## src/rtl/eth_pkg.sv

```systemverilog
// Shared definitions for the Ethernet TX scheduler and the RMII frame transmitter:
// scheduler states, inter-frame-gap arithmetic and the payload field layout.
package eth_pkg;

    typedef enum logic [2:0] {
        IDLE,
        LAUNCH,
        WAIT_BUSY,
        SEND,
        GAP
    } sched_state_t;

    localparam int RMII_BITS_PER_CLK = 2;
    localparam int IFG_BITS          = 96;
    localparam int IFG_CYCLES_DEF    = IFG_BITS / RMII_BITS_PER_CLK;

    // Payload packing agreed with the frame transmitter (40 bits total).
    localparam int PLAYER_X_OFF  = 0;
    localparam int PLAYER_X_W    = 12;
    localparam int PLAYER_Y_OFF  = 12;
    localparam int PLAYER_Y_W    = 12;
    localparam int DIRECTION_OFF = 24;
    localparam int DIRECTION_W   = 4;
    localparam int GAME_STAT_OFF = 28;
    localparam int GAME_STAT_W   = 12;

    function automatic int idx_width(input int n);
        return (n > 1) ? $clog2(n) : 1;
    endfunction

endpackage

```

## src/rtl/eth_tx_scheduler_if.sv

```systemverilog
// Request-side and transmitter-side signals of the TX scheduler in one bundle.
// The master modport is the scheduler; the slave modport is its environment.
interface eth_tx_scheduler_if #(
    parameter int NUM_REQ   = 2,
    parameter int PAYLOAD_W = 40
);
    localparam int SRC_W = eth_pkg::idx_width(NUM_REQ);

    logic [NUM_REQ-1:0]           req_valid;
    logic [NUM_REQ*PAYLOAD_W-1:0] req_payload;
    logic [NUM_REQ-1:0]           req_ready;
    logic                         tx_start;
    logic [PAYLOAD_W-1:0]         tx_payload;
    logic [SRC_W-1:0]             tx_src;
    logic                         tx_busy;
    logic                         sched_idle;
    logic                         timeout_err;
    logic [15:0]                  frames_sent;

    modport master (
        input  req_valid, req_payload, tx_busy,
        output req_ready, tx_start, tx_payload, tx_src, sched_idle, timeout_err, frames_sent
    );

    modport slave (
        output req_valid, req_payload, tx_busy,
        input  req_ready, tx_start, tx_payload, tx_src, sched_idle, timeout_err, frames_sent
    );

endinterface

```

## src/rtl/rr_arbiter.sv

```systemverilog
// Combinational round-robin arbiter: the first requester found after 'last'
// (wrapping modulo NUM_REQ) wins; outputs a one-hot grant and its index.
module rr_arbiter
    import eth_pkg::*;
#(
    parameter int NUM_REQ = 2,
    parameter int IDX_W   = idx_width(NUM_REQ)
) (
    input  logic [NUM_REQ-1:0] req,
    input  logic [IDX_W-1:0]   last,
    output logic [NUM_REQ-1:0] grant,
    output logic [IDX_W-1:0]   index
);

    int         cand;
    logic [IDX_W-1:0] sel;
    logic       found;

    always_comb begin
        grant = '0;
        index = '0;
        found = 1'b0;
        cand  = 0;
        sel   = '0;
        for (int k = 1; k <= NUM_REQ; k++) begin
            cand = int'(last) + k;
            if (cand >= NUM_REQ) cand = cand - NUM_REQ;
            sel = cand[IDX_W-1:0];
            if (!found && req[sel]) begin
                found      = 1'b1;
                grant[sel] = 1'b1;
                index      = sel;
            end
        end
    end

endmodule

```

## src/rtl/eth_tx_scheduler.sv

```systemverilog
// Shares one RMII frame transmitter between several packet sources: round-robin
// grant, one-cycle launch, busy/timeout tracking and inter-frame gap enforcement.
module eth_tx_scheduler
    import eth_pkg::*;
#(
    parameter int NUM_REQ          = 2,
    parameter int PAYLOAD_W        = 40,
    parameter int IFG_CYCLES       = IFG_CYCLES_DEF,
    parameter int START_WAIT       = 16,
    parameter int MAX_FRAME_CYCLES = 2048
) (
    input  logic              eth_clk,
    input  logic              eth_rst_n,
    eth_tx_scheduler_if.master bus
);

    localparam int SRC_W = idx_width(NUM_REQ);
    localparam int CNT_W = $clog2(MAX_FRAME_CYCLES);

    sched_state_t         state_q, state_d;
    logic [CNT_W-1:0]     cnt_q, cnt_d;
    logic [SRC_W-1:0]     last_q, last_d;
    logic [PAYLOAD_W-1:0] payload_q, payload_d;
    logic [SRC_W-1:0]     src_q, src_d;
    logic                 timeout_q, timeout_d;
    logic [15:0]          frames_q, frames_d;
    logic [NUM_REQ-1:0]   arb_grant;
    logic [SRC_W-1:0]     arb_index;
    logic [NUM_REQ-1:0]   req_ready;
    logic                 tx_start;

    rr_arbiter #(
        .NUM_REQ (NUM_REQ),
        .IDX_W   (SRC_W)
    ) u_arb (
        .req   (bus.req_valid),
        .last  (last_q),
        .grant (arb_grant),
        .index (arb_index)
    );

    always_ff @(posedge eth_clk) begin
        if (!eth_rst_n) begin
            state_q   <= IDLE;
            cnt_q     <= '0;
            last_q    <= SRC_W'(NUM_REQ - 1);
            payload_q <= '0;
            src_q     <= '0;
            timeout_q <= 1'b0;
            frames_q  <= '0;
        end else begin
            state_q   <= state_d;
            cnt_q     <= cnt_d;
            last_q    <= last_d;
            payload_q <= payload_d;
            src_q     <= src_d;
            timeout_q <= timeout_d;
            frames_q  <= frames_d;
        end
    end

    always_comb begin
        state_d   = state_q;
        cnt_d     = cnt_q;
        last_d    = last_q;
        payload_d = payload_q;
        src_d     = src_q;
        timeout_d = timeout_q;
        frames_d  = frames_q;
        req_ready = '0;
        tx_start  = 1'b0;
        unique case (state_q)
            IDLE: begin
                if (|bus.req_valid) begin
                    req_ready = arb_grant;
                    payload_d = bus.req_payload[arb_index*PAYLOAD_W +: PAYLOAD_W];
                    src_d     = arb_index;
                    last_d    = arb_index;
                    state_d   = LAUNCH;
                end
            end
            LAUNCH: begin
                tx_start = 1'b1;
                cnt_d    = '0;
                state_d  = WAIT_BUSY;
            end
            WAIT_BUSY: begin
                if (bus.tx_busy) begin
                    cnt_d   = '0;
                    state_d = SEND;
                end else if (cnt_q == CNT_W'(START_WAIT - 1)) begin
                    timeout_d = 1'b1;
                    cnt_d     = '0;
                    state_d   = GAP;
                end else begin
                    cnt_d = cnt_q + CNT_W'(1);
                end
            end
            SEND: begin
                if (!bus.tx_busy) begin
                    frames_d = frames_q + 16'd1;
                    cnt_d    = '0;
                    state_d  = GAP;
                end else if (cnt_q == CNT_W'(MAX_FRAME_CYCLES - 1)) begin
                    timeout_d = 1'b1;
                    cnt_d     = '0;
                    state_d   = GAP;
                end else begin
                    cnt_d = cnt_q + CNT_W'(1);
                end
            end
            GAP: begin
                // A late or stuck busy freezes the gap count, stretching the gap.
                if (!bus.tx_busy) begin
                    if (cnt_q == CNT_W'(IFG_CYCLES - 1)) begin
                        cnt_d   = '0;
                        state_d = IDLE;
                    end else begin
                        cnt_d = cnt_q + CNT_W'(1);
                    end
                end
            end
            default: begin
                state_d = IDLE;
            end
        endcase
    end

    assign bus.req_ready   = req_ready;
    assign bus.tx_start    = tx_start;
    assign bus.tx_payload  = payload_q;
    assign bus.tx_src      = src_q;
    assign bus.sched_idle  = (state_q == IDLE);
    assign bus.timeout_err = timeout_q;
    assign bus.frames_sent = frames_q;

endmodule

```

## src/flat_wrapper.sv

```systemverilog
// flat-port wrapper written by rule: the top's interface ports become plain ports
module eth_tx_scheduler_flat import eth_pkg::*;
#(
    parameter int NUM_REQ          = 2,
    parameter int PAYLOAD_W        = 40,
    parameter int IFG_CYCLES       = IFG_CYCLES_DEF,
    parameter int START_WAIT       = 16,
    parameter int MAX_FRAME_CYCLES = 2048
)
  (eth_clk, eth_rst_n, bus_req_valid, bus_req_payload, bus_tx_busy, bus_req_ready, bus_tx_start, bus_tx_payload, bus_tx_src, bus_sched_idle, bus_timeout_err, bus_frames_sent);
  eth_tx_scheduler_if #(.NUM_REQ(NUM_REQ), .PAYLOAD_W(PAYLOAD_W)) bus_i ();
  input  logic eth_clk;
  input  logic eth_rst_n;
  input wire logic [$bits(bus_i.req_valid)-1:0] bus_req_valid;
  input wire logic [$bits(bus_i.req_payload)-1:0] bus_req_payload;
  input wire logic [$bits(bus_i.tx_busy)-1:0] bus_tx_busy;
  output wire logic [$bits(bus_i.req_ready)-1:0] bus_req_ready;
  output wire logic [$bits(bus_i.tx_start)-1:0] bus_tx_start;
  output wire logic [$bits(bus_i.tx_payload)-1:0] bus_tx_payload;
  output wire logic [$bits(bus_i.tx_src)-1:0] bus_tx_src;
  output wire logic [$bits(bus_i.sched_idle)-1:0] bus_sched_idle;
  output wire logic [$bits(bus_i.timeout_err)-1:0] bus_timeout_err;
  output wire logic [$bits(bus_i.frames_sent)-1:0] bus_frames_sent;
  assign bus_i.req_valid = bus_req_valid;
  assign bus_i.req_payload = bus_req_payload;
  assign bus_i.tx_busy = bus_tx_busy;
  assign bus_req_ready = bus_i.req_ready;
  assign bus_tx_start = bus_i.tx_start;
  assign bus_tx_payload = bus_i.tx_payload;
  assign bus_tx_src = bus_i.tx_src;
  assign bus_sched_idle = bus_i.sched_idle;
  assign bus_timeout_err = bus_i.timeout_err;
  assign bus_frames_sent = bus_i.frames_sent;
  eth_tx_scheduler #(.NUM_REQ(NUM_REQ), .PAYLOAD_W(PAYLOAD_W), .IFG_CYCLES(IFG_CYCLES), .START_WAIT(START_WAIT), .MAX_FRAME_CYCLES(MAX_FRAME_CYCLES)) u_core (.eth_clk(eth_clk), .eth_rst_n(eth_rst_n), .bus(bus_i));
endmodule
```

## config.mk

```make
export PLATFORM = sky130hd
export DESIGN_NAME = eth_tx_scheduler_flat
export DESIGN_NICKNAME = d
export VERILOG_FILES = /design/src/rtl/eth_pkg.sv /design/src/rtl/eth_tx_scheduler_if.sv /design/src/rtl/rr_arbiter.sv /design/src/rtl/eth_tx_scheduler.sv /design/src/flat_wrapper.sv
export SDC_FILE = /design/constraint.sdc
export NUM_CORES = 1
export LEC_CHECK = 0
export ABC_AREA = 1
export BUFFER_PORTS_ARGS = -buffer_cell sky130_fd_sc_hd__buf_2
export CAP_MARGIN = 20
export CORE_UTILIZATION = 45
export CTS_BUF_LIST = sky130_fd_sc_hd__clkbuf_4 sky130_fd_sc_hd__clkbuf_8
export DETAILED_ROUTE_END_ITERATION = 10
export PLACE_DENSITY = 0.79
export SETUP_SLACK_MARGIN = 0.15
export SLEW_MARGIN = 0
export SYNTH_ARGS = -nofsm -noshare
export SYNTH_HDL_FRONTEND = slang
export SYNTH_SLANG_ARGS = --single-unit
```

## constraint.sdc

```tcl
create_clock -name eth_clk -period 1.5 [get_ports eth_clk]
set_input_delay 0.3 -clock eth_clk [delete_from_list [all_inputs] [get_ports eth_clk]]
set_output_delay 0.3 -clock eth_clk [all_outputs]
set_load 0.03 [all_outputs]
```

# Yosys cells after proc, flatten, opt, wreduce, memory -nomap -nowiden
# Index checks and enable logic that the tools add are counted.
op_classes:
  n_addsub: 6
  multipliers: 1
  magnitude_cmp: 6
  n_eq_ne: 16
  shift: 1
  n_mux: 38
  bitwise_logic: 2
  reduce_logical: 13
ops:
  columns: ["cell", "n"]
  rows:
  - ["indexed part select 80 x 8 -> 40 bit", 1]
  - ["two-way mux 11 bit", 6]
  - ["one-hot mux 11 bit (4 select lines)", 1]
  - ["two-way mux 3 bit", 7]
  - ["adder 16 x 1 -> 16 bit (second input constant)", 1]
  - ["two-way mux 1 bit", 16]
  - ["one-hot mux 3 bit (5 select lines)", 1]
  - ["adder 11 x 1 -> 11 bit (second input constant)", 1]
  - ["== test 11 bit (second input constant)", 1]
  - ["== test 11 x 4 -> 1 bit (second input constant)", 1]
  - ["== test 11 x 6 -> 1 bit (second input constant)", 1]
  - ["AND reduction 5 bit", 2]
  - ["two-way mux 2 bit", 4]
  - ["!= test 2 x 1 -> 1 bit (second input constant)", 4]
  - ["== test 3 x 2 -> 1 bit (second input constant)", 2]
  - ["!= test 2 bit (second input constant)", 3]
  - ["!= test 3 x 2 -> 1 bit (second input constant)", 2]
  - ["AND reduction 2 bit", 3]
  - ["less-than comparator 1 x 2 -> 1 bit (second input constant)", 2]
  - ["multiplier 1 x 3 -> 4 bit (second input constant)", 1]
  - ["nonzero test 4 bit", 1]
  - ["adder 1 x 2 -> 3 bit (second input constant)", 1]
  - ["== test 3 x 1 -> 1 bit (second input constant)", 1]
  - ["== test 3 bit (second input constant)", 1]
  - ["other kinds (14)", 19]
totals:
  register_bits: 73
  input_bits: 85
  output_inout_bits: 62

# Longest topological paths before layout
# Gate-level depths: netlist (run 1).
logic_depth:
  depth_word: 12
  ltp_mapped: 11
  depth_no_buf: 11

# Modules after synthesis
# From an unflattened synthesis (run 1), not the netlist that was laid out.
hier_totals:
  hier_cells: 469
  hier_area_um2: 3568.4
modules_own_cells:
  columns: ["module", "n_inst", "cells_per_inst", "area_each_um2", "seq_area_each_um2"]
  rows:
  - ["eth_tx_scheduler", 1, 463, 3543.4, 1461.4]
  - ["rr_arbiter", 1, 6, 25.0, 0.0]

# Worst setup path after synthesis (run 1)
# Ideal clock, no wire load.
synth_timing:
  path_type: "flip-flop to output port"
  from: "reg u_core.state_q[0]"
  to: "out bus_req_ready[0]"
  arrival_time_ns: 1.633
  t_required_ns: 1.200
  setup_slack_ns: -0.433
  path_stages_with_launch: 4
  path_buffers: 0
  path_cell_list: "dfxtp_1 > nor3_4 > inv_2 > a211oi_1"
synth_via:
  elab_chain_cells: 2
synth_rtl:
  columns: ["item", "line", "rtl"]
  rows:
  - ["start, declared", "eth_tx_scheduler.sv:20", "sched_state_t state_q, state_d;"]
  - ["start signal, assigned", "eth_tx_scheduler.sv:52", "state_q <= state_d;"]
  - ["zero test 3 bit", null, null]
  - ["via bus_sched_idle", "flat_wrapper.sv:21", "output wire logic [$bits(bus_i.sched_idle)-1:0] bus_sched_idle;"]
  - ["two-way mux 2 bit", "eth_tx_scheduler.sv:72", "unique case (state_q)"]
  - ["end, declared", "flat_wrapper.sv:17", "output wire logic [$bits(bus_i.req_ready)-1:0] bus_req_ready;"]
# The timed path passes the listed nets, and every way through them passes these cells.

# Worst setup path in the final report (run 1)
layout_timing:
  from: "reg u_core.state_q[2]"
  to: "reg u_core.frames_q[10] (netlist: u_core.bus.frames_sent[10])"
layout_via:
  elab_chain_cells: 2
layout_rtl:
  columns: ["item", "line", "rtl"]
  rows:
  - ["== test 3 x 2 -> 1 bit", "eth_tx_scheduler.sv:72", null]
  - ["AND reduction 2 bit (no source line)", null, null]
  - ["end signal, assigned", "eth_tx_scheduler.sv:58", "frames_q <= frames_d;"]
  - ["end, declared", "eth_tx_scheduler.sv:26", "logic [15:0] frames_q, frames_d;"]
# No other way between the ends.
# A chain may end at the register's enable or synchronous reset.

==> insert_results.sql, run 1 <==
INSERT INTO impl_metrics (metric_group, metric, value, unit) VALUES
('power', 'power.static_leakage', '2.76', 'nW'),
('global_routing', 'first_pass_grt_wire_length', '20.2', 'mm'),
('sta', 'grt_setup_unrepaired', 'true', ''),
('logic_synthesis', 'synth-compound-area-share', '0.183', ''),
('route', 'route.detailed.drc', '0', ''),
('floorplanning', 'design.core.area', '7370', 'um^2'),
('floorplanning', 'die_w', '90.1', 'um'),
('clocking', 'cts_num_sinks', '73', ''),
('sta', 'hold_ws', '0.198', 'ns'),
('clocking', 'clock_tree.htree_level_count', '3', ''),
('clocking', 'clock_insertion_delay_worst_skew', '0.35', 'ns'),
('route', 'met1Wirelength', '4.92', 'mm'),
('floorplanning', 'boundaryPins', '147', ''),
('sta', 'clock.fmax', '582', 'MHz'),
('critical_path', 'timing.critical_path.to_type', 'flip-flop', ''),
('sta', 'min_period', '1.72', 'ns'),
('worst_hold_path', 'worst_hold_path_type', 'input port to flip-flop', ''),
('place', 'placed_cell_area', '4520', 'um^2'),
('power', 'ir_worst_vdd', '1460', 'uV'),
('route', 'via_count', '4598', ''),
('floorplanning', 'start_util', '0.474', ''),
('finish', 'postLayoutCellArea', '5980', 'um^2'),
('place', 'placement.io_buffers', '146', ''),
('critical_path', 'cp-start-kind', 'flip-flop', ''),
('sta', 'clock-skew-final', '0.00940', 'ns'),
('global_routing', 'global_route.usage.total', '0.306', ''),
('place', 'gp_congestion', '0.918', ''),
('sta', 'slew_headroom', '0.742', ''),
('logic_synthesis', 'synth_top_cells_by_area', 'dfxtp_1, nand2_1, a31oi_1, nor2_1, inv_1', ''),
('critical_path', 'worst-path-max-fanout', '4', ''),
('critical_path', 'critical_path_required', '1.74', 'ns'),
('route', 'detailedRoute.firstIterationViolations', '285', ''),
('status', 'failed_checks', 'setup timing', ''),
('route', 'post_route_antenna_net_violation_count', '0', ''),
('logic_synthesis', 'avgSynthCellArea', '6.76', 'um^2'),
('sta', 'setup_ws', '-0.218', 'ns'),
('finish', 'nNetsFinal', '805', ''),
('place', 'detailed_place_hpwl', '7.40', 'mm'),
('logic_synthesis', 'post_synth_cell_types', '28', ''),
('status', 'result_of_the_run', 'finished with violations', ''),
('clocking', 'clk_pin_slew_worst_paths', '0.08', 'ns'),
('sta', 'final.setup.tns', '-9.78', 'ns'),
('clocking', 'numCtsBuffers', '9', ''),
('finish', 'post_route_cells_drive_above_1_share', '0.465', ''),
('floorplanning', 'core.rowCount', '31', ''),
('clocking', 'ctsHoldBuffers', '0', ''),
('sta', 'worst_margin_pin_slew', '0.387', 'ns'),
('floorplanning', 'dieHeight', '90.1', 'um'),
('sta', 'setup_viol', '76', ''),
('route', 'wl_per_cell', '17.2', 'um'),
('place', 'place_ws', '-0.0247', 'ns'),
('logic_synthesis', 'synthSimpleGateAreaFrac', '0.295', ''),
('logic_synthesis', 'postSynthRegisterBits', '73', ''),
('route', 'wl_met2', '7.26', 'mm'),
('clocking', 'cts_tree', 'built', ''),
('finish', 'num_antenna_cells', '0', ''),
('logic_synthesis', 'post-synth-top-area-fraction', '0.418', ''),
('logic_synthesis', 'synthXorXnorAreaFrac', '0.0176', ''),
('route', 'routed_wl', '14.1', 'mm'),
('route', 'drt_pass1_iterations', '5', ''),
('logic_synthesis', 'synthAdderAreaFrac', '0.00716', ''),
('finish', 'final_core_utilization', '0.812', ''),
('critical_path', 'type_of_the_setup_path_with_the_least_slack', 'flip-flop to flip-flop', ''),
('finish', 'area_added_between_synthesis_and_finish', '71.3', '%'),
('sta', 'timing.final.max_slew_violations', '0', ''),
('route', 'maxUsedRoutingLayer', 'met4', ''),
('clocking', 'clockBufferDepth', '2', ''),
('route', 'wl_met3', '1.13', 'mm'),
('power', 'powerDensity', '1960', 'nW/um^2'),
('logic_synthesis', 'synth_top_family_by_area', 'simple AND/OR/NAND/NOR gates', ''),
('logic_synthesis', 'netlist_instances', '517', '');
[cell usage in the layout, fill, tap and decap left out, drive strengths merged, types with 2 or more instances in the layout]
| cell type | n |
|---|---|
| xnor2 | 2 |
| nor2 | 52 |
| o21ai | 52 |
| clkbuf | 15 |
| xor2 | 5 |
| nand4 | 6 |
| clkinv | 2 |
| bufinv | 4 |
| nor3 | 10 |
| dfxtp | 73 |
| nand3 | 21 |
| a31oi | 40 |
| nand2 | 161 |
| buf | 207 |
| a21oi | 19 |
| ha | 2 |
| inv | 44 |
[cell usage after synthesis]
cell type,instances
nand2_1,161
dfxtp_1,73
nor2_1,51
inv_1,41
a31oi_1,40
o21ai_0,30
o21ai_1,22
nand3_1,21
a21oi_1,18
clkbuf_1,15
nor3_1,8
buf_2,6
nand4_1,6
xor2_1,5
buf_4,3
inv_2,3
ha_1,2
xnor2_1,2
a211oi_1,1
a21oi_4,1
nand3b_1,1
nor2_2,1
nor3_2,1
nor3_4,1
nor3b_1,1
nor4_1,1
o211ai_1,1
o31ai_1,1
[repair_timing]
action | CTS | global route
endpoints found under the setup margin | 75 | 78
buffers inserted | 24 | 8
hold endpoints to repair | 0 | 0
pin swaps | 36 | 28
gates resized for setup | 103 | 68
cloned | 6 | 5
[sequential cells by signal, indices dropped and copies added (netlist names)]
register                count
u_core.bus.frames_sent     16
u_core.bus.timeout_err      1
u_core.bus.tx_payload      40
u_core.bus.tx_src           1
u_core.cnt_q               11
u_core.last_q               1
u_core.state_q              3
[where the power goes]
group | internal, W | leakage (nW) | total [W] | switching [W]
clock network | 0.00129 | 0.130 | 0.00207 | 0.000780
registers | 0.00246 | 0.607 | 0.00278 | 0.000315
logic | 0.00316 | 2.03 | 0.00691 | 0.00375
total | 0.00691 | 2.76 | 0.0118 | 0.00485
[final cells by class]
type / instances / area, um^2
Timing Repair Buffer: 213 / 1630
Sequential cell: 73 / 1490
Multi-Input combinational cell: 376 / 2270
Timing Repair inverter: 1 / 8.76
Clock buffer: 10 / 131
Clock inverter: 5 / 129
Inverter: 44 / 198
Tap cell: 99 / 124
Fill cell: 461 / 1390
[layer usage]
layer  GRT usage  vias up
met5           0        -
met4       0.183        0
met3      0.0643       78
met2       0.558      302
met1       0.322     2101
li1            -     2117
[worst max-delay path: stages (launching register included)]
cell and delay (ns):
dfxtp_2 0.33, buf_4 0.13, buf_6 0.12, inv_6 0.06, nand2_4 0.07, inv_6 0.11, nand3_4 0.12, nor2_4 0.18
nand2_4 0.09, nor3_4 0.17, nand2_1 0.07, nand2_1 0.09, nor2_1 0.05
[cell families (layout without fill, tap and decap cells)]
| group | Yosys count | count (layout) |
|---|---|---|
| xor+xnor | 7 | 7 |
| fa+ha+maj | 2 | 2 |
| buf+inv | 68 | 273 |
| simple gates | 253 | 253 |
| compound gates | 114 | 114 |
| flops | 73 | 73 |
[worst paths after layout]
path | slack, ns | depth (start not counted) | start | end
max | -0.22 | 12 | u_core.state_q[2] | u_core.bus.frames_sent[10]
min | 0.20 | 3 | bus_req_payload[38] | u_core.bus.tx_payload[38]
max reg2reg | -0.22 | 12 | u_core.state_q[2] | u_core.bus.frames_sent[10]
min reg2reg | 0.46 | 2 | u_core.bus.timeout_err | u_core.bus.timeout_err
[through the flow]
| stage | cells | total power, W |
|---|---|---|
| after floorplan | 517 | 0.00542 |
| after global placement | 763 | 0.00652 |
| after detailed placement | 763 | 0.00660 |
| after CTS | 808 | 0.0106 |
| after global routing | 821 | 0.0122 |
| final | 821 | 0.0118 |
No activity file was read; power rests on OpenSTA's default activity.
==> run 2, diff against run 1 <==
- SETUP_SLACK_MARGIN: 0.15 -> default
==> run 2 against run 1 <==
Effect of this change:
- the flow still finishes with violations (setup timing)
- first-iteration DRC count decreased by 23%
- maximum frequency increased by 0.51%
- hold slack improved by 0.0095 ns
- global-route usage decreased by 5.9 points
- highest routed layer unchanged
- worst setup slack improved by 0.0086 ns
- count of clock-buffer cells in the layout increased by 1
- clock skew decreased by 0.0035 ns
- routed wire length decreased by 22%
- non-clock buffer count decreased by 11
==> insert_results.sql, run 2 (synthesis gave the netlist of run 1 again) <==
INSERT INTO impl_metrics (metric_group, metric, value, unit) VALUES
('status', 'result_of_the_run', 'finished with violations', ''),
('status', 'failed_checks', 'setup timing', ''),
('floorplanning', 'die_w', '90.1', 'um'),
('floorplanning', 'start_util', '0.474', ''),
('critical_path', 'cp-start-kind', 'flip-flop', ''),
('sta', 'setup_viol', '53', ''),
('sta', 'clock-skew-final', '0.00589', 'ns'),
('sta', 'slew_headroom', '0.684', ''),
('finish', 'num_antenna_cells', '0', ''),
('clocking', 'clk_pin_slew_worst_paths', '0.08', 'ns'),
('route', 'wl_per_cell', '13.7', 'um'),
('route', 'drt_pass1_iterations', '4', ''),
('worst_hold_path', 'hp-start', 'bus_req_payload[21]', ''),
('global_routing', 'global_route.peak_usage_layer', 'met2', ''),
('power', 'power.share.clock', '0.185', ''),
('power', 'ir_worst_vdd', '978', 'uV'),
('critical_path', 'critical_path_required', '1.20', 'ns'),
('place', 'detailed_place_hpwl', '7.07', 'mm'),
('sta', 'timing.final.crit_share', '1.14', ''),
('finish', 'largest_register_ffs', '40', ''),
('critical_path', 'type_of_the_setup_path_with_the_least_slack', 'flip-flop to output pin', ''),
('global_routing', 'grt_pass1_vias', '3779', ''),
('global_routing', 'globalRouteMet3Util', '0.0525', ''),
('floorplanning', 'die_footprint', '8120', 'um^2'),
('floorplanning', 'design.core.area', '7370', 'um^2'),
('critical_path', 'startpoint', 'u_core.state_q[2]', ''),
('route', 'post_route_antenna_net_violation_count', '0', ''),
('power', 'netSwitchingPower', '0.00423', 'W'),
('clocking', 'clockBufferDepth', '2', ''),
('finish', 'most-common-layout-cells', 'nand2_1, buf_2, dfxtp_1', ''),
('global_routing', 'globalRoute.totalOverflow', '0', ''),
('route', 'post_drt_via_cell_ratio', '5.20', ''),
('sta', 'clock.fmax', '585', 'MHz'),
('clocking', 'cts_root_buf', 'clkbuf_8', ''),
('route', 'route.detailed.drc', '0', ''),
('finish', 'nNetsFinal', '793', ''),
('power', 'power', '0.00982', 'W'),
('clocking', 'clock_insertion_delay_worst_skew', '0.35', 'ns'),
('critical_path', 'timing.critical_path.to_type', 'output pin', ''),
('sta', 'hold_viol', '0', ''),
('place', 'gp_congestion', '0.901', ''),
('power', 'comb_power_share', '0.533', ''),
('global_routing', 'globalRouteMet2Util', '0.447', ''),
('clocking', 'ctsHoldBuffers', '0', ''),
('finish', 'final.fill_count', '569', ''),
('power', 'powerDensity', '1840', 'nW/um^2'),
('sta', 'grt_setup_unrepaired', 'true', ''),
('global_routing', 'first_pass_grt_wire_length', '16.4', 'mm'),
('power', 'sw_ratio', '0.431', ''),
('job', 'maxCapViolCount', '0', ''),
('global_routing', 'grt_start_max_net_pins', '43', ''),
('floorplanning', 'boundaryPins', '147', ''),
('clocking', 'clock_tree.htree_level_count', '3', ''),
('floorplanning', 'dieHeight', '90.1', 'um'),
('power', 'power.static_leakage', '2.53', 'nW'),
('route', 'routed_wl', '11.1', 'mm'),
('sta', 'min_period', '1.71', 'ns'),
('critical_path', 'rr_startpoint', 'u_core.state_q[2]', ''),
('finish', 'post_route_cells_drive_above_1_share', '0.397', ''),
('floorplanning', 'core.rowCount', '31', ''),
('critical_path', 'data_arrival_time_at_the_worst_slack_endpoint', '1.41', 'ns'),
('route', 'detailedRoute.firstIterationViolations', '220', ''),
('power', 'power_report.internal_total', '0.00558', 'W'),
('power', 'relative_contribution_of_sequential_cells_to_total_power', '0.282', ''),
('sta', 'worst_margin_pin_slew', '0.474', 'ns'),
('place', 'placement.io_buffers', '146', ''),
('worst_hold_path', 'worst_hold_path_type', 'input port to flip-flop', ''),
('route', 'via_count', '4210', ''),
('sta', 'setup_ws', '-0.209', 'ns'),
('finish', 'final_common_cell', 'nand2_1', ''),
('critical_path', 'worst-path-max-fanout', '3', ''),
('global_routing', 'antenna_violations_before_repair', '0', ''),
('global_routing', 'global_route.usage.total', '0.247', ''),
('clocking', 'cts_num_sinks', '73', ''),
('sta', 'final.setup.tns', '-5.23', 'ns'),
('global_routing', 'grt_use_met1', '0.278', ''),
('clocking', 'numCtsBuffers', '9', ''),
('sta', 'timing.final.max_slew_violations', '0', ''),
('finish', 'area_added_between_synthesis_and_finish', '52.8', '%'),
('clocking', 'cts_tree', 'built', '');
## run 2: cell types whose count changed in the layout (fill, tap and decap cells not counted), sizes merged
| cell | before | now |
|---|---|---|
| buf | 207 | 199 |
| clkinvlp | 0 | 1 |
| clkbuf | 15 | 14 |
| bufbuf | 1 | 0 |
| clkinv | 2 | 1 |
| inv | 44 | 45 |
| bufinv | 4 | 2 |
## run 2: path summary, 6_finish.rpt
path / cells after the start / slack [ns] / end
worst max-delay path: 5 / -0.21 / bus_req_ready[0]
worst min-delay path: 3 / 0.21 / u_core.bus.tx_payload[21]
worst max register to register: 8 / -0.16 / u_core.last_q
worst min register to register: 2 / 0.47 / u_core.bus.timeout_err
## run 2: power groups by stage
| stage | clock network, W | logic, W | registers, W |
|---|---|---|---|
| 4_1_cts | 0.00183 | 0.00428 | 0.00274 |
| 3_3_place_gp | 0 | 0.00385 | 0.00273 |
| 3_5_place_dp | 0 | 0.00391 | 0.00274 |
| 6_report | 0.00182 | 0.00523 | 0.00277 |
| 5_1_grt | 0.00192 | 0.00556 | 0.00282 |
| 2_1_floorplan | 0 | 0.00179 | 0.00363 |
## run 2: layer usage
layer  up-vias  routed length, um
met3        20                703
li1       2094                  -
met4         0                178
met5         -                  0
met2       182               5660
met1      1914               4520
## run 2: through the flow
| stage | utilization | worst slack (ns) | std cells | hold WS, ns | instance area [um^2] |
|---|---|---|---|---|---|
| 3_3_place_gp | 0.617 | -0.0318 | 770 | 0.438 | 4550 |
| 2_1_floorplan | - | -0.0255 | 517 | 0.452 | 3520 |
| 3_5_place_dp | 0.617 | -0.122 | 770 | 0.451 | 4550 |
| 6_report | 0.724 | -0.209 | 810 | 0.207 | 5340 |
| 4_1_cts | 0.667 | -0.181 | 793 | 0.199 | 4910 |
| 5_1_grt | 0.724 | -0.243 | 810 | 0.201 | 5340 |
## run 2: final cells by class
type,count,area [um^2],area share
Inverter,44,170,0.0319
Timing Repair Buffer,202,1320,0.247
Clock inverter,5,85.1,0.0159
Multi-Input combinational cell,376,2010,0.376
Tap cell,99,124,0.0232
Clock buffer,11,151,0.0284
Sequential cell,73,1480,0.277
## run 2: worst max-delay path: stages (launching register included)
cell and delay [ns]:
dfxtp_2 0.33, buf_6 0.12, nor3_4 0.17, inv_2 0.10
a211oi_4 0.18, buf_6 0.16
## run 2: what timing repair did
action	in CTS	in global routing
endpoints found under the setup margin	13	67
buffers inserted	7	12
gates resized for setup	40	69
gates cloned	0	6
pin swaps	6	18
==> run 3, diff against run 2 <==
- GPL_TIMING_DRIVEN: default -> 0
==> run 3 against run 2 <==
Effect of this change:
- the run still ends with setup timing left
- global-route usage rose by 0.62 points
- first-iteration DRC count is 63% higher
- non-clock buffer count fell by 13
- core utilization fell by 3.2 points
- via count is 0.31% higher
- register-to-register slack improved by 0.02 ns
- critical path depth fell by 1
- routed wire length up 0.94%
- flip-flop and latch count did not move
- clock power about the same
- highest routed layer unchanged
==> insert_results.sql, run 3 (synthesis gave the netlist of run 1 again) <==
INSERT INTO impl_metrics (metric_group, metric, value, unit) VALUES
('power', 'ir_worst_vdd', '1170', 'uV'),
('sta', 'setup_viol', '49', ''),
('status', 'failed_checks', 'setup timing', ''),
('global_routing', 'globalRoute.totalOverflow', '0', ''),
('sta', 'hold_ws', '0.204', 'ns'),
('finish', 'final_common_cell', 'nand2_1', ''),
('global_routing', 'antenna_violations_before_repair', '0', ''),
('clocking', 'clock_tree.htree_level_count', '3', ''),
('clocking', 'numCtsBuffers', '9', ''),
('finish', 'area_added_between_synthesis_and_finish', '46.2', '%'),
('sta', 'min_period', '1.68', 'ns'),
('clocking', 'cts_tree', 'built', ''),
('global_routing', 'first_pass_grt_wire_length', '16.9', 'mm'),
('route', 'routed_wl', '11.2', 'mm'),
('finish', 'multiInputGateArea', '2020', 'um^2'),
('route', 'wl_per_cell', '14.0', 'um'),
('critical_path', 'critical_path_required', '1.20', 'ns'),
('floorplanning', 'dieHeight', '90.1', 'um'),
('route', 'post_drt_via_cell_ratio', '5.30', ''),
('sta', 'grt_setup_unrepaired', 'true', ''),
('critical_path', 'startpoint', 'u_core.state_q[2]', ''),
('global_routing', 'grt_pass1_vias', '3811', ''),
('global_routing', 'grt_start_max_net_pins', '14', ''),
('sta', 'setup_ws', '-0.179', 'ns'),
('clocking', 'clock_insertion_delay_worst_skew', '0.35', 'ns'),
('clocking', 'cts_root_buf', 'clkbuf_8', ''),
('critical_path', 'data_arrival_time_at_the_worst_slack_endpoint', '1.38', 'ns'),
('power', 'power.static_leakage', '2.36', 'nW'),
('finish', 'post_route_cells_drive_above_1_share', '0.358', ''),
('sta', 'timing.final.crit_share', '1.12', ''),
('place', 'detailed_place_hpwl', '7.53', 'mm'),
('power', 'powerDensity', '1820', 'nW/um^2'),
('worst_hold_path', 'hp-start', 'bus_req_payload[64]', ''),
('clocking', 'cts_num_sinks', '73', ''),
('floorplanning', 'die_w', '90.1', 'um'),
('finish', 'seq_area', '1480', 'um^2'),
('sta', 'clock-skew-final', '0.0155', 'ns'),
('worst_hold_path', 'worst_hold_path_type', 'input port to flip-flop', ''),
('route', 'via_count', '4223', ''),
('clocking', 'clk_pin_slew_worst_paths', '0.08', 'ns'),
('sta', 'timing.final.max_slew_violations', '0', ''),
('critical_path', 'rr_startpoint', 'u_core.state_q[2]', ''),
('sta', 'hold_viol', '0', ''),
('job', 'maxCapViolCount', '0', ''),
('floorplanning', 'die_footprint', '8120', 'um^2'),
('finish', 'final_core_utilization', '0.693', ''),
('route', 'drt_pass1_iterations', '5', ''),
('place', 'placed_cell_area', '4370', 'um^2'),
('critical_path', 'worst-path-max-fanout', '5', ''),
('sta', 'clock.fmax', '596', 'MHz'),
('power', 'power', '0.00930', 'W'),
('finish', 'most-common-layout-cells', 'nand2_1, buf_2, dfxtp_1', ''),
('finish', 'nNetsFinal', '780', ''),
('critical_path', 'timing.critical_path.to_type', 'output pin', ''),
('clocking', 'clockBufferDepth', '2', ''),
('floorplanning', 'core.rowCount', '31', ''),
('sta', 'worst_margin_pin_slew', '0.525', 'ns'),
('place', 'gp_congestion', '0.914', ''),
('finish', 'largest_register_ffs', '40', ''),
('floorplanning', 'boundaryPins', '147', ''),
('finish', 'num_antenna_cells', '0', ''),
('route', 'detailedRoute.firstIterationViolations', '358', ''),
('route', 'post_route_antenna_net_violation_count', '0', ''),
('critical_path', 'type_of_the_setup_path_with_the_least_slack', 'flip-flop to output pin', ''),
('global_routing', 'global_route.usage.total', '0.253', ''),
('route', 'route.detailed.drc', '0', ''),
('floorplanning', 'start_util', '0.474', ''),
('place', 'placement.io_buffers', '145', ''),
('floorplanning', 'design.core.area', '7370', 'um^2'),
('critical_path', 'cp-start-kind', 'flip-flop', ''),
('place', 'place_ws', '-0.337', 'ns'),
('finish', 'postLayoutCellArea', '5110', 'um^2'),
('sta', 'slew_headroom', '0.650', ''),
('finish', 'final.fill_count', '600', ''),
('status', 'result_of_the_run', 'finished with violations', '');
run 3: cell types whose count changed in the layout (fill, tap and decap cells not counted), moves of 3 or more:
cell,change
dfxtp_2,-3
o21ai_1,-17
nor2_2,-6
nor2_1,+3
nor2_4,+3
buf_4,-21
o21ai_0,+18
dfxtp_1,+3
clkbuf_1,+13
nand3_2,-3
run 3: report_power, final:
part	switching, W	total, W	internal (W)
registers	0.000304	0.00277	0.00246
clock network	0.000765	0.00180	0.00104
logic	0.00300	0.00473	0.00174
total	0.00407	0.00930	0.00524
run 3: timing repair:
item | CTS | global route
gates resized for setup | 30 | 61
gates cloned | 0 | 1
setup buffers | 10 | 10
setup endpoints to repair | 63 | 69
pin swaps | 8 | 22
hold buffers | 0 | 0
run 3: routing by layer:
| layer | track usage | vias up | wire length (um) |
|---|---|---|---|
| met5 | 0 | - | 0 |
| met4 | 0.0699 | 0 | 219 |
| met3 | 0.0728 | 22 | 821 |
| met2 | 0.457 | 199 | 5720 |
| met1 | 0.289 | 1945 | 4410 |
| li1 | - | 2057 | - |
run 3: through the flow:
step / instances / TNS (ns)
after detailed placement: 761 / -13.20
after CTS: 787 / -0.429
final: 797 / -4.16
after global placement: 761 / -12.64
after floorplan: 517 / -0.729
after global routing: 797 / -8.25
run 3: area by class of cell:
type,count,share of cell area
plain buffers,23,0.0267
well taps,99,0.0243
clock buffers,11,0.0296
flip-flops and latches,73,0.289
clock inverters,5,0.0167
multi-input cells,376,0.395
inverters,44,0.0333
repair buffers,166,0.185
run 3: final timing paths:
path,to,slack [ns],cells after the start
max,bus_req_ready[0],-0.18,4
min,u_core.bus.tx_payload[24],0.20,3
max reg2reg,u_core.bus.tx_payload[38],-0.14,8
min reg2reg,u_core.bus.timeout_err,0.45,2
run 3: critical path, cell delays in order (launching register included):
cell,delay [ns]
dfxtp_2,0.35
nor3_4,0.23
inv_2,0.10
a211oi_4,0.18
buf_6,0.16
